File: src/rtl/cpu_exec_ctrl_if.sv
// Control bundle between decoder/PC side and the execution controller.
// Master drives buttons, decode and breakpoint setup; slave returns commit, state and counters.
interface cpu_exec_ctrl_if #(
  parameter int unsigned PC_WIDTH  = 8,
  parameter int unsigned CNT_WIDTH = 16
);
  logic                 run_btn;
  logic                 step_btn;
  logic                 pause_btn;
  logic                 halt_flag;
  logic [PC_WIDTH-1:0]  pc_addr;
  logic                 bp_en;
  logic [PC_WIDTH-1:0]  bp_addr;
  logic                 commit_en;
  logic [1:0]           state;
  logic                 bp_hit;
  logic [CNT_WIDTH-1:0] cycle_count;
  logic [CNT_WIDTH-1:0] instr_count;

  modport master (
    output run_btn, step_btn, pause_btn, halt_flag, pc_addr, bp_en, bp_addr,
    input  commit_en, state, bp_hit, cycle_count, instr_count
  );

  modport slave (
    input  run_btn, step_btn, pause_btn, halt_flag, pc_addr, bp_en, bp_addr,
    output commit_en, state, bp_hit, cycle_count, instr_count
  );
endinterface

File: src/rtl/cpu_exec_ctrl.sv
// Run/step/pause execution controller with one PC breakpoint; gates instruction commit
// and keeps saturating cycle and retired-instruction counters.
module cpu_exec_ctrl #(
  parameter int unsigned PC_WIDTH  = 8,
  parameter int unsigned CNT_WIDTH = 16
) (
  input logic           clk,
  input logic           rst_n,
  cpu_exec_ctrl_if.slave ctrl
);

  typedef enum logic [1:0] {
    StIdle   = 2'b00,
    StRun    = 2'b01,
    StStep   = 2'b10,
    StHalted = 2'b11
  } state_t;

  state_t               r_state;
  state_t               w_state_d;
  logic [2:0]           r_sync1, r_sync2, r_sync3;  // {pause, step, run}
  logic [2:0]           w_ev;
  logic                 w_run_ev, w_step_ev, w_pause_ev;
  logic                 r_bp_skip, w_bp_skip_d;
  logic                 r_bp_hit, w_bp_hit_d;
  logic                 w_bp_stop, w_active, w_commit;
  logic [PC_WIDTH-1:0]  w_pc, w_bp_pc;
  logic [CNT_WIDTH-1:0] r_cycle_cnt, r_instr_cnt;

  always_ff @(posedge clk or negedge rst_n) begin
    if (!rst_n) begin
      r_sync1 <= '0;
      r_sync2 <= '0;
      r_sync3 <= '0;
    end else begin
      r_sync1 <= {ctrl.pause_btn, ctrl.step_btn, ctrl.run_btn};
      r_sync2 <= r_sync1;
      r_sync3 <= r_sync2;
    end
  end

  assign w_ev       = r_sync2 & ~r_sync3;
  assign w_run_ev   = w_ev[0];
  assign w_step_ev  = w_ev[1];
  assign w_pause_ev = w_ev[2];

  assign w_pc      = ctrl.pc_addr;
  assign w_bp_pc   = ctrl.bp_addr;
  assign w_active  = (r_state == StRun) || (r_state == StStep);
  assign w_bp_stop = (r_state == StRun) && ctrl.bp_en && (w_pc == w_bp_pc) && !r_bp_skip;
  assign w_commit  = w_active && !ctrl.halt_flag && !w_bp_stop && !w_pause_ev;

  always_comb begin
    w_state_d  = r_state;
    w_bp_hit_d = 1'b0;
    case (r_state)
      StIdle: begin
        if (w_pause_ev)     w_state_d = StIdle;
        else if (w_step_ev) w_state_d = StStep;
        else if (w_run_ev)  w_state_d = StRun;
      end
      StRun: begin
        if (ctrl.halt_flag)  w_state_d = StHalted;
        else if (w_pause_ev) w_state_d = StIdle;
        else if (w_bp_stop) begin
          w_state_d  = StIdle;
          w_bp_hit_d = 1'b1;
        end
      end
      StStep: begin
        if (ctrl.halt_flag) w_state_d = StHalted;
        else                w_state_d = StIdle;
      end
      StHalted: w_state_d = StHalted;
      default:  w_state_d = StIdle;
    endcase
  end

  // Skip is armed only for the first RUN cycle so resuming on the breakpoint PC retires it.
  assign w_bp_skip_d = (r_state != StRun) && (w_state_d == StRun);

  always_ff @(posedge clk or negedge rst_n) begin
    if (!rst_n) begin
      r_state     <= StIdle;
      r_bp_skip   <= 1'b0;
      r_bp_hit    <= 1'b0;
      r_cycle_cnt <= '0;
      r_instr_cnt <= '0;
    end else begin
      r_state   <= w_state_d;
      r_bp_skip <= w_bp_skip_d;
      r_bp_hit  <= w_bp_hit_d;
      if (w_active && (r_cycle_cnt != '1)) r_cycle_cnt <= r_cycle_cnt + CNT_WIDTH'(1);
      if (w_commit && (r_instr_cnt != '1)) r_instr_cnt <= r_instr_cnt + CNT_WIDTH'(1);
    end
  end

  assign ctrl.commit_en   = w_commit;
  assign ctrl.state       = r_state;
  assign ctrl.bp_hit      = r_bp_hit;
  assign ctrl.cycle_count = r_cycle_cnt;
  assign ctrl.instr_count = r_instr_cnt;

endmodule

File: src/flat_wrapper.sv
// flat-port wrapper written by rule: the top's interface ports become plain ports
module cpu_exec_ctrl_flat 
#(
  parameter int unsigned PC_WIDTH  = 8,
  parameter int unsigned CNT_WIDTH = 16
)
  (clk, rst_n, ctrl_run_btn, ctrl_step_btn, ctrl_pause_btn, ctrl_halt_flag, ctrl_pc_addr, ctrl_bp_en, ctrl_bp_addr, ctrl_commit_en, ctrl_state, ctrl_bp_hit, ctrl_cycle_count, ctrl_instr_count);
  cpu_exec_ctrl_if #(.PC_WIDTH(PC_WIDTH), .CNT_WIDTH(CNT_WIDTH)) ctrl_i ();
  input logic clk;
  input logic rst_n;
  input wire logic [$bits(ctrl_i.run_btn)-1:0] ctrl_run_btn;
  input wire logic [$bits(ctrl_i.step_btn)-1:0] ctrl_step_btn;
  input wire logic [$bits(ctrl_i.pause_btn)-1:0] ctrl_pause_btn;
  input wire logic [$bits(ctrl_i.halt_flag)-1:0] ctrl_halt_flag;
  input wire logic [$bits(ctrl_i.pc_addr)-1:0] ctrl_pc_addr;
  input wire logic [$bits(ctrl_i.bp_en)-1:0] ctrl_bp_en;
  input wire logic [$bits(ctrl_i.bp_addr)-1:0] ctrl_bp_addr;
  output wire logic [$bits(ctrl_i.commit_en)-1:0] ctrl_commit_en;
  output wire logic [$bits(ctrl_i.state)-1:0] ctrl_state;
  output wire logic [$bits(ctrl_i.bp_hit)-1:0] ctrl_bp_hit;
  output wire logic [$bits(ctrl_i.cycle_count)-1:0] ctrl_cycle_count;
  output wire logic [$bits(ctrl_i.instr_count)-1:0] ctrl_instr_count;
  assign ctrl_i.run_btn = ctrl_run_btn;
  assign ctrl_i.step_btn = ctrl_step_btn;
  assign ctrl_i.pause_btn = ctrl_pause_btn;
  assign ctrl_i.halt_flag = ctrl_halt_flag;
  assign ctrl_i.pc_addr = ctrl_pc_addr;
  assign ctrl_i.bp_en = ctrl_bp_en;
  assign ctrl_i.bp_addr = ctrl_bp_addr;
  assign ctrl_commit_en = ctrl_i.commit_en;
  assign ctrl_state = ctrl_i.state;
  assign ctrl_bp_hit = ctrl_i.bp_hit;
  assign ctrl_cycle_count = ctrl_i.cycle_count;
  assign ctrl_instr_count = ctrl_i.instr_count;
  cpu_exec_ctrl #(.PC_WIDTH(PC_WIDTH), .CNT_WIDTH(CNT_WIDTH)) u_core (.clk(clk), .rst_n(rst_n), .ctrl(ctrl_i));
endmodule
File: config.mk
export PLATFORM = sky130hd
export DESIGN_NAME = cpu_exec_ctrl_flat
export DESIGN_NICKNAME = d
export VERILOG_FILES = /design/src/rtl/cpu_exec_ctrl_if.sv /design/src/rtl/cpu_exec_ctrl.sv /design/src/flat_wrapper.sv
export SDC_FILE = /design/constraint.sdc
export NUM_CORES = 1
export LEC_CHECK = 0
export CAP_MARGIN = 5
export CORE_MARGIN = 2
export CORE_UTILIZATION = 43
export DETAILED_ROUTE_END_ITERATION = 16
export GPL_ROUTABILITY_DRIVEN = 0
export HOLD_SLACK_MARGIN = 0.12
export PLACE_DENSITY_LB_ADDON = 0.25
export RECOVER_POWER = 50
export REMOVE_ABC_BUFFERS = 1
export SETUP_SLACK_MARGIN = 0.02
export SYNTH_ARGS = -nofsm -noshare
export SYNTH_HDL_FRONTEND = slang
export SYNTH_SLANG_ARGS = --single-unit
File: constraint.sdc
create_clock -name clk -period 1.8 [get_ports clk]
set_input_delay 0.45 -clock clk [delete_from_list [all_inputs] [get_ports clk]]
set_output_delay 0.45 -clock clk [all_outputs]
set_load 0.02 [all_outputs]
# Word level (Yosys, flattened, before mapping)
# Index checks and enable logic that the tools add are counted.
[classes] eq_ne=8 reduce_logical=15 bitwise=2 add_sub_neg=2 n_mux=12
[ops] cell="$add A16 B1 Y16 const B" count=2
[ops] cell="$ne A16 B16 Y1 const B" count=2
[ops] cell="$mux W2" count=7
[ops] cell="$logic_and A1 B1 Y1" count=9
[ops] cell="$eq A8 B8 Y1" count=1
[ops] cell="$pmux W2 S4" count=1
[ops] cell="$eq A2 B1 Y1 const B" count=2
[ops] cell="$eq A2 B2 Y1 const B" count=2
[ops] cell="$logic_not A1 Y1" count=4
[ops] cell="$mux W1" count=4
[ops] cell="$and A3 B3 Y3" count=1
[ops] cell="$not A3 Y3" count=1
[ops] cell="$logic_not A2 Y1" count=1
[ops] cell="$ne A2 B1 Y1 const B" count=1
[ops] cell="$logic_or A1 B1 Y1" count=1
[word_totals] ff_bits=45 word_cells=47 out_inout_bits=36 input_bits=23

# Logic depth before layout (Yosys ltp)
[logic_depth] depth_word=10 ltp_mapped=9 mapped_depth_nobuf=7

# Worst setup path before layout
# Ideal clock, no wire load.
[synth_timing] path_kind="register to output" from="register u_core.r_state[1] (netlist: u_core.ctrl.state[1])" to="output port ctrl_commit_en" t_arrival_ps=1759 path_buffers=1 path_stages_with_launch=9 required_time_ps=1350 path_slack_ps=-409 path_cell_list="dfrtp_1 -> inv_1 -> ha_1 -> nand2_1 -> nor2_1 -> and4b_1 -> buf_6 -> or2_2 -> nor2_1"
[synth_between] elab_chain_cells=7 word_cells_on_any_way=10 cone_classes="eq/ne (2); reduce/logical (8)"
[synth_lines] element="start, declared" line="cpu_exec_ctrl.sv:19" text="state_t r_state;"
[synth_lines] element="start signal, assigned" line="cpu_exec_ctrl.sv:84" text="r_state <= StIdle;"
[synth_lines] element="start signal, assigned" line="cpu_exec_ctrl.sv:90" text="r_state <= w_state_d;"
[synth_lines] element="$eq A2 B1 Y1" line="cpu_exec_ctrl.sv:49, cpu_exec_ctrl.sv:50"
[synth_lines] element="$logic_and A1 B1 Y1 (3 in series)" line="cpu_exec_ctrl.sv:50" text="assign w_bp_stop = (r_state == StRun) && ctrl.bp_en && (w_pc == w_bp_pc) && !r_bp_skip;"
[synth_lines] element="$logic_not A1 Y1" line="cpu_exec_ctrl.sv:51" text="assign w_commit = w_active && !ctrl.halt_flag && !w_bp_stop && !w_pause_ev;"
[synth_lines] element="$logic_and A1 B1 Y1 * (2 in series)" line="cpu_exec_ctrl.sv:51"
[synth_lines] element="end, declared" line="flat_wrapper.sv:18" text="output wire logic [$bits(ctrl_i.commit_en)-1:0] ctrl_commit_en;"
# Mark *: on every way between the ends. The rest lies on a longest branch, timed or not.

# Worst setup path in the final report
[layout_timing] from="input port ctrl_pc_addr[5]" to="output port ctrl_commit_en"
[layout_between] elab_chain_cells=6
[layout_lines] element="start, declared" line="flat_wrapper.sv:15" text="input wire logic [$bits(ctrl_i.pc_addr)-1:0] ctrl_pc_addr;"
[layout_lines] element="$eq A8 B8 Y1" line="cpu_exec_ctrl.sv:50"
[layout_lines] element="$logic_and A1 B1 Y1 (2 in series)" line="cpu_exec_ctrl.sv:50"
[layout_lines] element="$logic_not A1 Y1" line="cpu_exec_ctrl.sv:51"
[layout_lines] element="$logic_and A1 B1 Y1 (2 in series)" line="cpu_exec_ctrl.sv:51"
# Every way passes these cells.

==> results.md <==
* Worst-path cell chain: clkdlybuf4s15_1 > xnor2_2 > nor4b_4 > and4b_1 > or2_4 > nor2_4 > buf_6
* CTS Sinks at 45
* Synth async-reset ratio at 100.0%
* Ratio of routed vias to standard cells at 5.213
* IO Count at 59
* Effective utilization at floorplan at 45.20%
* Total overflow reported by the global router at 0
* HPWL Detailed at 3542 um
* Critical path type: primary input to primary output
* Remaining design rule violation count at 0
* Global-route wire length before repair at 9246 um
* Dominant synthesized flop cell: sky130_fd_sc_hd__dfrtp_1
* Sequential cell area fraction in the yosys report at 52.05%
* Setup WS post-layout at -0.3145 ns
* CTS clk-pin slew, worst paths at 0.08 ns
* Slew of the pin with the lowest slew margin at 1.078 ns
* Root Driver: sky130_fd_sc_hd__clkbuf_8
* Count of TritonRoute iterations in the first routing pass at 4
* Launch instance of the worst min-delay path: u_core.r_sync1[0]
* Kind of capture point of the worst setup path: primary output
* Worst R2R Path Depth at 11
* Status: finished, violations left
* Hold path endpoint: u_core.r_sync2[0]
* Number of H-tree branching levels at 2
* Y dimension of the die at 74.93 um
* Post-Route Skew at 0.007208 ns
* Required time of the critical path at 1.35 ns
* Die Area at 5615 sq um
* Hold violation count in the final report at 0
* Data arrival time of the critical path at 1.66 ns
* Setup-violating endpoint count in the final report at 20
* Register bit count reported by yosys at 45
* Average instance area after synthesis at 10.82 sq um
* Worst R2R Start: u_core.ctrl.state[0]
* Number of global-route vias before repair at 1964
* Core footprint at 4786 sq um
* Reported max-cap violation count at 0
* CTS tree: yes
* Worst hold-check path type: register to register
* Layout net count at 350
* Accumulated negative setup slack at -2.858 ns
* Fraction of final layout cells sized beyond drive strength 1 at 42.86%
* Min Clock Period, post-route at 2.114 ns
* Internal reg-to-reg setup slack at -0.28 ns
* Leakage at 1.916 nW
* 1st-iter DRT viols at 76
* Die span in x at 74.93 um
* Post-synth design cell area at 2163 sq um
* Minimum setup slack after placement at -1.053 ns
* Routed wire length at 6091 um
* Crit-path slowest cell: sky130_fd_sc_hd__or2_4
* Tcrit/Tclk final at 117.5%
* Cell variety after synth at 35
* Area grow syn2layout at 75.65%
* Final-layout fill cell count at 293
* Global router's overall resource usage at 21.66%
* Max incr delay on CP at 0.27 ns
* Setup repair after global routing missed its margin: yes
* Max Fanout on Critical Path at 2
* Kind of launch point of the worst setup path: primary input
* Largest net degree at the start of global routing at 46
* Area of combinational cells with multiple inputs at 1391 sq um
* Post-Syn Instances at 200
* Port Buffer Count at 58
* Relative slew slack at 28.14%
* Max Clk Rate at 472.9 MHz
* Violations in the final reports: negative setup slack
* Total via count after detailed routing at 2028
* Synth warn at 0
* Initial antenna violation count at 0
* Number of instances on the worst hold path at 0
* Total power per unit cell area at 1073 nW/um^2
* Number of inserted diodes at 0
* Number of clock buffers inserted by TritonCTS at 5
* Number of max-slew violations in the final report at 0
* Maximum resistive drop on vdd at 1057 uV
* Routed length per instance at 15.66 um
* Post-route ant nets at 0
* Buffers from clock root to sink, at most at 2
* Count of standard-cell rows at 25
* Area used by sequential logic in the layout at 1127 sq um
* Later-pin clock latency in the skew report at 0.30 ns
* Endpoint of the most critical register-to-register path: u_core.ctrl.instr_count[10]
* Hold-fix buffers at CTS at 0
* Number of flops mapped to enable cells by yosys at 0
-- cell type report --
type | instances | area share, %
multi-input cells | 147 | 36.62
inverters | 4 | 0.4610
clock buffers | 5 | 1.811
flip-flops and latches | 45 | 29.67
well taps | 67 | 2.206
clock inverters | 3 | 1.712
repair buffers | 118 | 27.53
-- cells by family after synthesis --
logic type,synth area share [%]
simple gates,22.96
mux,2.255
xor+xnor,13.77
flops,52.05
buf+inv,1.793
fa+ha+maj,3.470
compound gates,3.702
-- metrics by stage --
step	hold WS [ns]	area, sq um	util, %	power (mW)	std cells
3_5_place_dp	0.3395	3069	64.13	2.809	357
5_1_grt	0.3755	3800	79.40	4.305	389
3_3_place_gp	0.3344	3069	64.13	2.768	357
6_report	0.3579	3800	79.40	4.076	389
4_1_cts	0.2294	3580	74.80	3.877	381
2_1_floorplan	0.1544	2140	-	2.065	196
-- sequential cells by signal, indices dropped and copies added (netlist names) --
register	flops
u_core.ctrl.state	2
u_core.ctrl.cycle_count	16
u_core.r_bp_skip	1
u_core.ctrl.instr_count	16
u_core.ctrl.bp_hit	1
u_core.r_sync3	3
u_core.r_sync1	3
u_core.r_sync2	3
-- routing by layer --
metal	part of all wire (%)	global-route usage [%]	vias up
li1	-	-	941
met1	43	27.60	1014
met2	51	36.55	61
met3	4.4	4.418	12
met4	1.9	7.937	0
met5	0	0	-
-- cells in the mapped netlist (all sizes together) (2+ instances only) --
cell type,n,area share (%)
inv,4,0.69
xor2,20,8.1
dfrtp,45,52
xnor2,14,5.7
nand2,15,2.6
ha,6,3.5
nor3,8,1.9
nor4,7,2.0
buf,2,0.75
nor3b,2,0.69
nand2b,4,1.2
nor2,13,2.3
mux2,4,2.3
nand3,13,3.0
o21ai,2,0.46
nand4,9,2.6
and2,2,0.58
clkbuf,2,0.35
and3,7,2.0
and4,2,0.81
nor4b,3,1.2
a21oi,4,0.93
nor2b,2,0.58
-- worst max path at each step --
stage / from / end / slack [ns] / depth (start not counted)
2_1_floorplan: u_core.ctrl.state[1] / ctrl_commit_en / -0.47 / 7
3_3_place_gp: ctrl_pc_addr[0] / ctrl_commit_en / -1.05 / 7
3_5_place_dp: ctrl_pc_addr[0] / ctrl_commit_en / -1.05 / 7
4_1_cts: u_core.ctrl.state[1] / ctrl_commit_en / -0.30 / 8
5_1_grt: u_core.ctrl.state[0] / u_core.ctrl.instr_count[10] / -0.40 / 11
6_report: ctrl_pc_addr[5] / ctrl_commit_en / -0.31 / 7
-- cell usage in the layout, fill, tap and decap left out, types with 5 or more instances in the layout --
cell	instances
sky130_fd_sc_hd__buf_4	49
sky130_fd_sc_hd__buf_6	8
sky130_fd_sc_hd__clkbuf_2	8
sky130_fd_sc_hd__clkbuf_8	5
sky130_fd_sc_hd__clkdlybuf4s15_1	7
sky130_fd_sc_hd__dfrtp_1	44
sky130_fd_sc_hd__dlygate4sd2_1	28
sky130_fd_sc_hd__dlymetal6s2s_1	8
sky130_fd_sc_hd__nand2_1	10
sky130_fd_sc_hd__nand3_1	8
sky130_fd_sc_hd__nand3_2	5
sky130_fd_sc_hd__nand4_1	9
sky130_fd_sc_hd__nor2_1	6
sky130_fd_sc_hd__nor2_2	5
sky130_fd_sc_hd__nor3_4	5
sky130_fd_sc_hd__nor4_4	5
sky130_fd_sc_hd__xnor2_1	13
sky130_fd_sc_hd__xor2_1	14
sky130_fd_sc_hd__xor2_2	6
-- report_power, final --
part | switching (mW) | internal, mW
sequential | 0.150 | 1.18
clock | 0.341 | 0.551
combinational | 0.911 | 0.939
total | 1.40 | 2.67
-- worst max-delay path, delay by kind of cell --
| family | cells | cell delay (ns) |
|---|---|---|
| xor+xnor | 1 | 0.16 |
| buf+inv | 2 | 0.33 |
| simple gates | 4 | 0.73 |
-- timing repair --
| item | in CTS | in global routing |
|---|---|---|
| buffers inserted | 15 | 9 |
| pin swaps | 34 | 31 |
| resized for setup | 101 | 65 |
| gates cloned | 1 | 0 |
| endpoints found under the setup margin | 47 | 37 |
Power figures use the tool's default switching activity.
